[src/rtl/srcd_pipe.sv]
// Source-data holding stage: keeps the two most recent read phrases (srcd1 newest,
// srcd2 previous) and presents them as a pair to the source barrel shifter.
module srcd_pipe #(
    parameter bit ZERO_ON_FLUSH = 1'b1
) (
    input  logic        sys_clk,
    input  logic        reset,
    input  logic [63:0] din,
    input  logic        din_valid,
    output logic        din_ready,
    input  logic        prime,
    input  logic        flush,
    output logic        out_valid,
    input  logic        out_ready,
    output logic [31:0] srcd1lo,
    output logic [31:0] srcd1hi,
    output logic [31:0] srcd2lo,
    output logic [31:0] srcd2hi,
    output logic [7:0]  beat_cnt
);

    localparam int unsigned PHRASE_W = 64;
    localparam int unsigned LONG_W   = 32;
    localparam int unsigned CNT_W    = 8;
    localparam logic [CNT_W-1:0] CNT_MAX = '1;

    typedef enum logic [1:0] {
        ST_EMPTY = 2'd0,
        ST_HELD  = 2'd1,
        ST_FULL  = 2'd2
    } state_e;

    state_e                state_q,   state_d;
    logic                  out_valid_q, out_valid_d;
    logic                  prime_pending_q, prime_pending_d;
    logic [CNT_W-1:0]      beat_q,    beat_d;
    logic [PHRASE_W-1:0]   srcd1_q,   srcd1_d;
    logic [PHRASE_W-1:0]   srcd2_q,   srcd2_d;

    logic accept;
    logic consume;
    logic prime_eff;

    // Handshake terms; din_ready is the only combinational output
    always_comb begin
        din_ready = !flush && ((state_q != ST_FULL) || out_ready);
        accept    = din_valid && din_ready;
        consume   = out_valid_q && out_ready;
        prime_eff = prime || prime_pending_q;
    end

    // Next-state: flush dominates, then accept, then consume/prime bookkeeping
    always_comb begin
        state_d         = state_q;
        out_valid_d     = out_valid_q;
        prime_pending_d = prime_pending_q;
        beat_d          = beat_q;
        srcd1_d         = srcd1_q;
        srcd2_d         = srcd2_q;

        if (flush) begin
            state_d         = ST_EMPTY;
            out_valid_d     = 1'b0;
            // A prime arriving with the flush still applies to the next line
            prime_pending_d = prime;
            beat_d          = '0;
            if (ZERO_ON_FLUSH) begin
                srcd1_d = '0;
                srcd2_d = '0;
            end
        end else if (accept) begin
            srcd2_d = srcd1_q;
            srcd1_d = din;
            if (prime_eff) begin
                // Priming phrase only fills srcd1; no pair is emitted
                state_d         = ST_HELD;
                out_valid_d     = 1'b0;
                prime_pending_d = 1'b0;
            end else begin
                state_d     = ST_FULL;
                out_valid_d = 1'b1;
                if (beat_q != CNT_MAX) begin
                    beat_d = beat_q + CNT_W'(1);
                end
            end
        end else begin
            if (consume) begin
                // Keep srcd1/srcd2 so the next phrase pairs with srcd1
                state_d     = ST_HELD;
                out_valid_d = 1'b0;
            end
            if (prime) begin
                prime_pending_d = 1'b1;
            end
        end
    end

    // State and data registers
    always_ff @(posedge sys_clk or posedge reset) begin
        if (reset) begin
            state_q         <= ST_EMPTY;
            out_valid_q     <= 1'b0;
            prime_pending_q <= 1'b0;
            beat_q          <= '0;
            srcd1_q         <= '0;
            srcd2_q         <= '0;
        end else begin
            state_q         <= state_d;
            out_valid_q     <= out_valid_d;
            prime_pending_q <= prime_pending_d;
            beat_q          <= beat_d;
            srcd1_q         <= srcd1_d;
            srcd2_q         <= srcd2_d;
        end
    end

    // Registered outputs split into phrase halves
    always_comb begin
        out_valid = out_valid_q;
        beat_cnt  = beat_q;
        srcd1lo   = srcd1_q[LONG_W-1:0];
        srcd1hi   = srcd1_q[PHRASE_W-1:LONG_W];
        srcd2lo   = srcd2_q[LONG_W-1:0];
        srcd2hi   = srcd2_q[PHRASE_W-1:LONG_W];
    end

endmodule

[config.mk]
export PLATFORM = sky130hd
export DESIGN_NAME = srcd_pipe
export DESIGN_NICKNAME = d
export VERILOG_FILES = /design/src/rtl/srcd_pipe.sv
export SDC_FILE = /design/constraint.sdc
export NUM_CORES = 1
export LEC_CHECK = 0
export ABC_CLOCK_PERIOD_IN_PS = 3900
export BUFFER_PORTS_ARGS = -buffer_cell sky130_fd_sc_hd__buf_2
export CORE_ASPECT_RATIO = 1.25
export CORE_MARGIN = 5
export CORE_UTILIZATION = 45
export DETAILED_ROUTE_END_ITERATION = 16
export PLACE_DENSITY_LB_ADDON = 0.05
export SLEW_MARGIN = 20
export SYNTH_ARGS = -nofsm -noshare
export SYNTH_HDL_FRONTEND = slang
export SYNTH_SLANG_ARGS = --single-unit
[constraint.sdc]
create_clock -name sys_clk -period 3.9 [get_ports sys_clk]
set_input_delay 0.39 -clock sys_clk [delete_from_list [all_inputs] [get_ports sys_clk]]
set_output_delay 0.39 -clock sys_clk [all_outputs]
set_load 0.01 [all_outputs]
Word-level counts from Yosys, hierarchy flattened
Index checks and enable logic that the tools add are counted.
{"block": "totals", "input_bits": 70, "wordCells": 43, "ff_bits": 140, "out_inout_bits": 138}
{"block": "op_classes", "n_eq_ne": 4, "n_mux": 20, "n_addsub": 1, "reduce_logical": 12}
{"cell": "64-bit two-way mux", "n": 4}
{"cell": "8-bit two-way mux", "n": 4}
{"cell": "8-bit by 1-bit adder with 8-bit output (second input constant)", "n": 1}
{"cell": "1-bit two-way mux", "n": 8}
{"cell": "2-bit two-way mux", "n": 4}
{"cell": "8-bit inequality test (second input constant)", "n": 1}
{"cell": "3-bit nonzero test", "n": 2}
{"cell": "2-bit inequality test (second input constant)", "n": 2}
{"cell": "2-bit nonzero test", "n": 2}
{"cell": "1-bit logical AND", "n": 3}
{"cell": "3-bit by 2-bit inequality test with 1-bit output (second input constant)", "n": 1}
{"cell": "3-bit AND reduction", "n": 1}
{"cell": "1-bit logical OR", "n": 2}
{"cell": "2-bit AND reduction", "n": 1}
{"cell": "1-bit logical NOT", "n": 1}

Depth between registers and ports, before layout
Gate-level depths: netlist of the first run.
{"block": "logic_depth", "word_depth": 6, "depth_mapped": 9, "depth_no_buf": 5}

Worst setup path before layout of the first run
No wires, ideal clock.
{"block": "synth_path", "kind": "input -> output", "from": "input flush", "to": "output din_ready", "path_buffers": 3, "arrival_ns": 1.436, "required_time_ns": 3.510, "setup_slack_ns": 2.074, "cell_stages": 5, "path_cell_list": "clkbuf_1 inv_2 clkbuf_1 clkbuf_1 and2_1"}
{"block": "synth_via", "elab_chain_cells": 2}
{"element": "start, declared", "line_no": "12", "rtl": "input logic flush,"}
{"element": "1-bit logical NOT", "line_no": "46", "rtl": "din_ready = !flush && ((state_q != ST_FULL) || out_ready);"}
{"element": "1-bit logical AND", "line_no": "46"}
{"element": "end, declared", "line_no": "10", "rtl": "output logic din_ready,"}
Every way passes these cells.

Final worst setup path of the first run
{"block": "layout_path", "from": "register state_q[1]", "to": "register srcd2_q[50]"}
{"block": "layout_via", "elab_chain_cells": 5}
{"element": "start, declared", "line_no": "33", "rtl": "state_e state_q, state_d;"}
{"element": "start signal, assigned", "line_no": "108", "rtl": "state_q <= state_d;"}
{"element": "2-bit inequality test", "line_no": "46"}
{"element": "1-bit logical OR", "line_no": "46"}
{"element": "1-bit logical AND", "line_no": "46"}
{"element": "1-bit logical AND", "line_no": "47", "rtl": "accept = din_valid && din_ready;"}
{"element": "2-bit nonzero test (no line)"}
{"element": "end signal, assigned", "line_no": "113", "rtl": "srcd2_q <= srcd2_d;"}
{"element": "end, declared", "line_no": "38", "rtl": "logic [PHRASE_W-1:0] srcd2_q, srcd2_d;"}
Every way passes these cells.
A chain may end at the register's enable or synchronous reset.

==> results of run 1 <==
==> cells in the mapped netlist (all sizes together) (3+ instances only) <==
cell type / instances
nand2: 259
dfrtp: 139
o21ai: 131
clkbuf: 28
buf: 18
a21oi: 6
nand3: 6
nor3: 5
and3: 4
nor2: 4
inv: 3
==> state kept, by name (all words and copies together) (netlist names) <==
register,cells
state_q,2
prime_pending_q,1
beat_cnt,8
srcd1_q,64
srcd2_q,64
==> per-stage QoR <==
step	hold WS (ns)	area, µm²
after global routing	0.150	7340
after detailed placement	0.492	6720
after CTS	0.114	7340
after floorplan	0.478	5700
final	0.100	7340
after global placement	0.486	6720
==> report_power, final <==
part | leakage [µW] | switching, µW | internal [µW]
clock | 0.000312 | 593 | 1100
combinational | 0.00157 | 222 | 129
sequential | 0.00187 | 57.0 | 1530
==> worst min path at each step <==
| stage | from | end | slack [ns] |
|---|---|---|---|
| final | reset | srcd1_q[22]$_DFFE_PP0P_ | 0.10 |
| after global routing | reset | srcd1_q[22]$_DFFE_PP0P_ | 0.15 |
| after CTS | reset | srcd1_q[22]$_DFFE_PP0P_ | 0.11 |
| after detailed placement | srcd1_q[34]$_DFFE_PP0P_ | srcd2_q[34]$_DFFE_PP0P_ | 0.49 |
| after global placement | srcd1_q[22]$_DFFE_PP0P_ | srcd2_q[22]$_DFFE_PP0P_ | 0.49 |
| after floorplan | prime_pending_q$_DFFE_PP0P_ | prime_pending_q$_DFFE_PP0P_ | 0.48 |
==> worst max-delay path: stages (launching register included) <==
cell,delay [ns]
dfrtp_1,0.39
or3b_4,0.25
and3_4,0.70
buf_4,0.57
o21ai_1,0.16
==> area by class of cell <==
type / count / area, µm² / share of cell area, %
Clock inverter: 12 / 171 / 2.33
Clock buffer: 19 / 453 / 6.17
Tap cell: 168 / 210 / 2.86
Sequential cell: 139 / 3480 / 47.4
Multi-Input combinational cell: 433 / 1920 / 26.1
Inverter: 3 / 16.3 / 0.222
Timing Repair Buffer: 212 / 1100 / 15.0
==> kinds of logic after synthesis <==
logic type,after synthesis
simple gates,286
mux,1
flops,139
compound gates,145
buf+inv,49
fa+ha+maj,1
==> metal layers <==
metal | routed length (µm) | share of wire, % | up-vias
li1 | - | - | 2396
met1 | 5920 | 42 | 2169
met2 | 6710 | 48 | 149
met3 | 971 | 7.0 | 22
met4 | 354 | 2.5 | 0
met5 | 0 | 0 | -
==> summary.txt, run 1 <==
Power
  • Lkg Pwr: 0.00376 µW
  • Worst IR Drop VDD: 0.000294 V
  • Power Total: 3620 µW
  • PD cells: 493 mW/mm²

Timing
  • Relative slew margins: 47.3%
  • Tightest Pin Transition: 0.791 ns
  • RSZ-0062 raised after global routing: false
  • F_max: 441 MHz
  • Final Hold Viols: 0
  • Tcrit/Tclk final: 58.1%
  • Fin Clk Skew: 0.0132 ns
  • Fin. max-slew vios: 0
  • Final-report setup violation count: 0
  • Final TNS setup: 0 ns
  • Tmin final: 2.27 ns
  • Final worst setup slack: 1.63 ns

Floorplanning
  • Core box area: 0.0125 mm²
  • Io pins: 208
  • Die width: 111 µm
  • Die ar.: 0.0150 mm²
  • Die height: 136 µm
  • Initial Utilization: 45.4%
  • # rows: 46

Drt
  • Via count: 4736
  • DRC: 0
  • Wire length per cell: 14.2 µm
  • First-pass iteration count of the detailed router: 4
  • Iter 0 DRT Violations: 223
  • Post-DRT Antenna Nets: 0
  • Vias per inst: 4.80
  • Routed WL: 14.0 mm

Setup path
  • Worst r2r src: state_q[1]$_DFFE_PP0P_
  • CP startpoint: state_q[1]$_DFFE_PP0P_
  • Reg2reg setup slack: 1.63 ns
  • Destination of the critical timing path: srcd2_q[50]$_DFFE_PP0P_
  • CP startpoint kind: flip-flop
  • CP Capture Type: flip-flop
  • Data required, critical path: 4.17 ns
  • Worst reg2reg endpoint: srcd2_q[50]$_DFFE_PP0P_
  • WP data arrival: 2.53 ns
  • FF-to-FF path depth: 4
  • Worst-path fanout max: 85
  • Setup CP Type: flip-flop to flip-flop

Clock tree
  • CTS max path bufs: 2
  • CTS Sinks: 139
  • CTS buffer count: 17
  • Root Driver: clkbuf_16
  • Worst-path clk slew: 0.06 ns
  • Clock latency on the worst-skew pair: 0.41 ns
  • Hold Buf Count CTS: 0
  • Post-CTS sizing: 0
  • Post-CTS Setup Inserts: 0
  • CTS tree: built
  • H-tree depth: 4

Global route
  • GRT met2 Usage: 29.6%
  • Vias in the first global route: 4583
  • Met1 usage: 22.7%
  • Pin count of the biggest net entering global routing: 116
  • Remaining Overflow, GRT: 0
  • GR Util All Layers: 18.4%
  • Initial antenna violation count: 0
  • GR peak layer: met2
  • First-pass GRT wire length: 22.4 mm
  • GR Util met3: 6.41%

Layout
  • Non-Filler Instances: 986
  • Filler Cell Count: 1188
  • Final core utilization: 58.5%
  • Nets: 877
  • # diodes: 0
  • Share of cells above drive strength 1: 30.3%
  • Commonest non-fill, non-tap cell in the layout: nand2_1
  • Synth-to-layout area growth: 28.8%
  • Most frequent cells in the layout: nand2_1 (259), buf_2 (207), dfrtp_1 (139)

Synthesis
  • Asr flop ratio synth: 100%
  • Dominant cells by area after synthesis: dfrtp_1 (61%), nand2_1 (17%), o21ai_1 (10%), buf_6 (3.2%), clkbuf_1 (1.8%)
  • Synth Area in Adders: 0.219%
  • Seq/Total Area, Yosys: 61.0%
  • Post-synth top area share: 61.0%
  • Number of flops mapped to enable cells by yosys: 0
  • Main combinational cell family by area after synthesis: simple AND/OR/NAND/NOR gates
  • Post-synthesis compound-gate area fraction: 13.4%
  • Mapped cell area: 0.00570 mm²
  • Top FF cell, synth: dfrtp_1
  • Multiplexer share of the synthesized area: 0.176%
  • Netlist cell types: 30
  • Mapped Cells: 621
  • Syn nets: 692
  • Cell taking the most area after synthesis: dfrtp_1
  • Post-synthesis simple-gate area fraction: 19.8%
  • Mean post-synth cell area: 9.18 µm²
  • XOR/XNOR Fraction of Synth Area: 0%
  • Flops & latches, synth: 139
  • Yosys Warn Count: 0

Placed design
  • Cells after DPL: 955
  • Dpl ws: 1.50 ns
  • IO Port Bufs: 207
  • DPL Wire Length: 9.54 mm
  • RePlAce Congestion: 0.797

Status
  • Status: finished, final reports clean

Hold path
  • HP Class: primary input to async pin

Job
  • Maxcap violations: 0
Note: power is estimated with default switching activity, not from simulation.
==> run 2, diff against run 1 <==
- ABC_CLOCK_PERIOD_IN_PS: 3900 -> 2000
- clock period: 3.9 -> 2 ns (I/O delays scaled with it)
==> run 2 against run 1 <==
Sequential share of layout area is 3.6 points lower. First-iteration DRC count is 3.1% lower. Largest power group unchanged. Non-clock buffer count is 55 higher. Register-to-register slack worse by 1.4 ns. Hold slack worse by 0.083 ns. Sequential cell count stayed put. Setup slack worse by 1.4 ns.
==> summary.txt, run 2 (synthesis results as in run 1) <==
Global route
  • Pin count of the biggest net entering global routing: 91 (-22%)
  • Remaining Overflow, GRT: 0 (unchanged)
  • First-pass GRT wire length: 24.5 mm (+9.2%)
  • Initial antenna violation count: 0 (unchanged)
  • GR Util All Layers: 20.2% (+1.8 points)
  • Vias in the first global route: 4911 (+7.2%)

Setup path
  • Slowest Stage Delay on Critical Path: 0.42 ns (-0.28 ns)
  • Data required, critical path: 2.28 ns (-1.89 ns)
  • Critical-path cell list: nor3b_1 > nand3_1 > o311ai_0 > o41ai_1
  • Crit-path leading delay family: simple AND/OR/NAND/NOR gates
  • Crit. path cell count: 4 (unchanged)
  • Setup CP Type: flip-flop to flip-flop
  • FF-to-FF path depth: 4 (unchanged)
  • Worst reg2reg endpoint: beat_cnt[3]$_DFFE_PP0P_
  • Worst r2r src: prime_pending_q$_DFFE_PP0P_
  • CP Capture Type: flip-flop
  • CP startpoint kind: flip-flop
  • Slowest cell on crit path: o311ai_0
  • Reg2reg setup slack: 0.26 ns (-1.38 ns)
  • Worst-path fanout max: 11 (-87%)
  • CP startpoint: prime_pending_q$_DFFE_PP0P_
  • WP data arrival: 2.02 ns (-0.51 ns)
  • Crit path buf inv count: 0 (-1)

Floorplanning
  • Die width: 111 µm (unchanged)
  • Die height: 136 µm (unchanged)
  • Initial Utilization: 45.4% (unchanged)
  • # rows: 46 (unchanged)
  • Die ar.: 0.0150 mm² (unchanged)
  • Io pins: 208 (unchanged)
  • Core box area: 0.0125 mm² (unchanged)

Placed design
  • IO Port Bufs: 207 (unchanged)
  • DPL Wire Length: 9.89 mm (+3.7%)
  • RePlAce Congestion: 0.788 (-1.2%)
  • Placed Area: 0.00680 mm² (+1.2%)

Drt
  • Via count: 5020 (+6.0%)
  • DRC: 0 (unchanged)
  • Iter 0 DRT Violations: 216 (-3.1%)
  • Vias per inst: 4.82 (+0.30%)
  • Wire length per cell: 14.3 µm (+1.1%)
  • First-pass iteration count of the detailed router: 5 (+1)
  • Routed WL: 14.9 mm (+6.9%)
  • Post-DRT Antenna Nets: 0 (unchanged)

Hold path
  • Hold_sp: din[46]
  • Sink of the worst hold path: srcd1_q[46]$_DFFE_PP0P_
  • HP Class: primary input to flip-flop
  • Hold path depth: 3

Layout
  • Commonest non-fill, non-tap cell in the layout: nand2_1
  • # diodes: 0 (unchanged)
  • Final core utilization: 63.4% (+4.8 points)
  • Design area: 0.00795 mm² (+8.2%)
  • Filler Cell Count: 1080 (-9.1%)
  • Share of cells above drive strength 1: 29.2% (-1.1 points)
  • Most frequent cells in the layout: nand2_1 (259), buf_2 (207), dfrtp_1 (139)
  • Synth-to-layout area growth: 39.4%
  • Nets: 932 (+6.3%)

Power
  • PD cells: 935 mW/mm² (+89%)
  • Lkg Pwr: 0.00400 µW (+6.6%)
  • Worst IR Drop VDD: 0.000484 V (+65%)
  • Power Total: 7430 µW (+110%)

Timing
  • Final Hold Viols: 0 (unchanged)
  • Tmin final: 1.74 ns (-0.521 ns)
  • Final TNS setup: 0 ns (unchanged)
  • F_max: 573 MHz (+30%)
  • Fin Clk Skew: 0.00604 ns (-0.00719 ns)
  • Final hold slack: 0.0177 ns (-0.0827 ns)
  • Tcrit/Tclk final: 87.2% (+29 points)
  • RSZ-0062 raised after global routing: false
  • Fin. max-slew vios: 0 (unchanged)
  • Tightest Pin Transition: 0.613 ns (-0.178 ns)
  • Final-report setup violation count: 0 (unchanged)
  • Relative slew margins: 59.1% (+12 points)

Clock tree
  • CTS Sinks: 139 (unchanged)
  • CTS max path bufs: 2 (unchanged)
  • Clock latency on the worst-skew pair: 0.40 ns (about the same)
  • Root Driver: clkbuf_16
  • H-tree depth: 4 (unchanged)
  • CTS buffer count: 17 (unchanged)
  • Post-CTS Setup Inserts: 0 (unchanged)
  • Hold Buf Count CTS: 48 (+48)
  • CTS tree: built
  • Worst-path clk slew: 0.06 ns (about the same)
  • Post-CTS sizing: 0 (unchanged)

Status
  • Status: finished, final reports clean

Job
  • Maxcap violations: 0 (unchanged)
## run 2: cell count changes in the layout (fill, tap and decap cells not counted), sizes merged, moves of 2 or more
cell and delta:
clkinvlp +3, bufinv +2, dlygate4sd3 +48, buf +7, inv +2, clkinv -5
## run 2: power by group
| group | internal, µW | switching (µW) | total (µW) | leakage (µW) |
|---|---|---|---|---|
| Clock | 2350 | 1220 | 3570 | 0.000317 |
| Combinational | 327 | 456 | 783 | 0.00181 |
| Sequential | 2970 | 108 | 3080 | 0.00187 |
## run 2: through the flow
step	setup slack (ns)	std cells
6_report	0.255	1042
2_1_floorplan	0.0649	621
4_1_cts	0.295	1042
3_5_place_dp	0.302	962
5_1_grt	0.0390	1042
3_3_place_gp	0.354	962
## run 2: worst max path at each step
stage | to | slack, ns
floorplan | beat_cnt[0]$_DFFE_PP0P_ | 0.06
global placement | beat_cnt[0]$_DFFE_PP0P_ | 0.35
detailed placement | beat_cnt[3]$_DFFE_PP0P_ | 0.30
CTS | beat_cnt[3]$_DFFE_PP0P_ | 0.29
global route | beat_cnt[3]$_DFFE_PP0P_ | 0.04
finish | beat_cnt[3]$_DFFE_PP0P_ | 0.26
## run 2: area by class of cell
type / instances / area, µm² / share of cell area [%]
clock buffer: 18 / 429 / 5.40
multi-input combinational: 433 / 1920 / 24.1
clock inverter: 14 / 243 / 3.05
inverter: 3 / 16.3 / 0.205
tap: 168 / 210 / 2.64
sequential: 139 / 3480 / 43.8
timing repair buffer: 267 / 1660 / 20.8
## run 2: worst min-delay path, cell delays in order
cell	delay, ns
buf_2	0.08
nand2_1	0.04
o21ai_1	0.07
## run 2: metal layers
| metal | track usage, % | part of all wire (%) | vias to the layer above | routed length (µm) |
|---|---|---|---|---|
| li1 | - | - | 2502 | - |
| met1 | 25.5 | 42 | 2326 | 6230 |
| met2 | 32.3 | 49 | 171 | 7340 |
| met3 | 6.99 | 6.9 | 21 | 1030 |
| met4 | 7.46 | 2.1 | 0 | 312 |
| met5 | 0 | 0 | - | 0 |
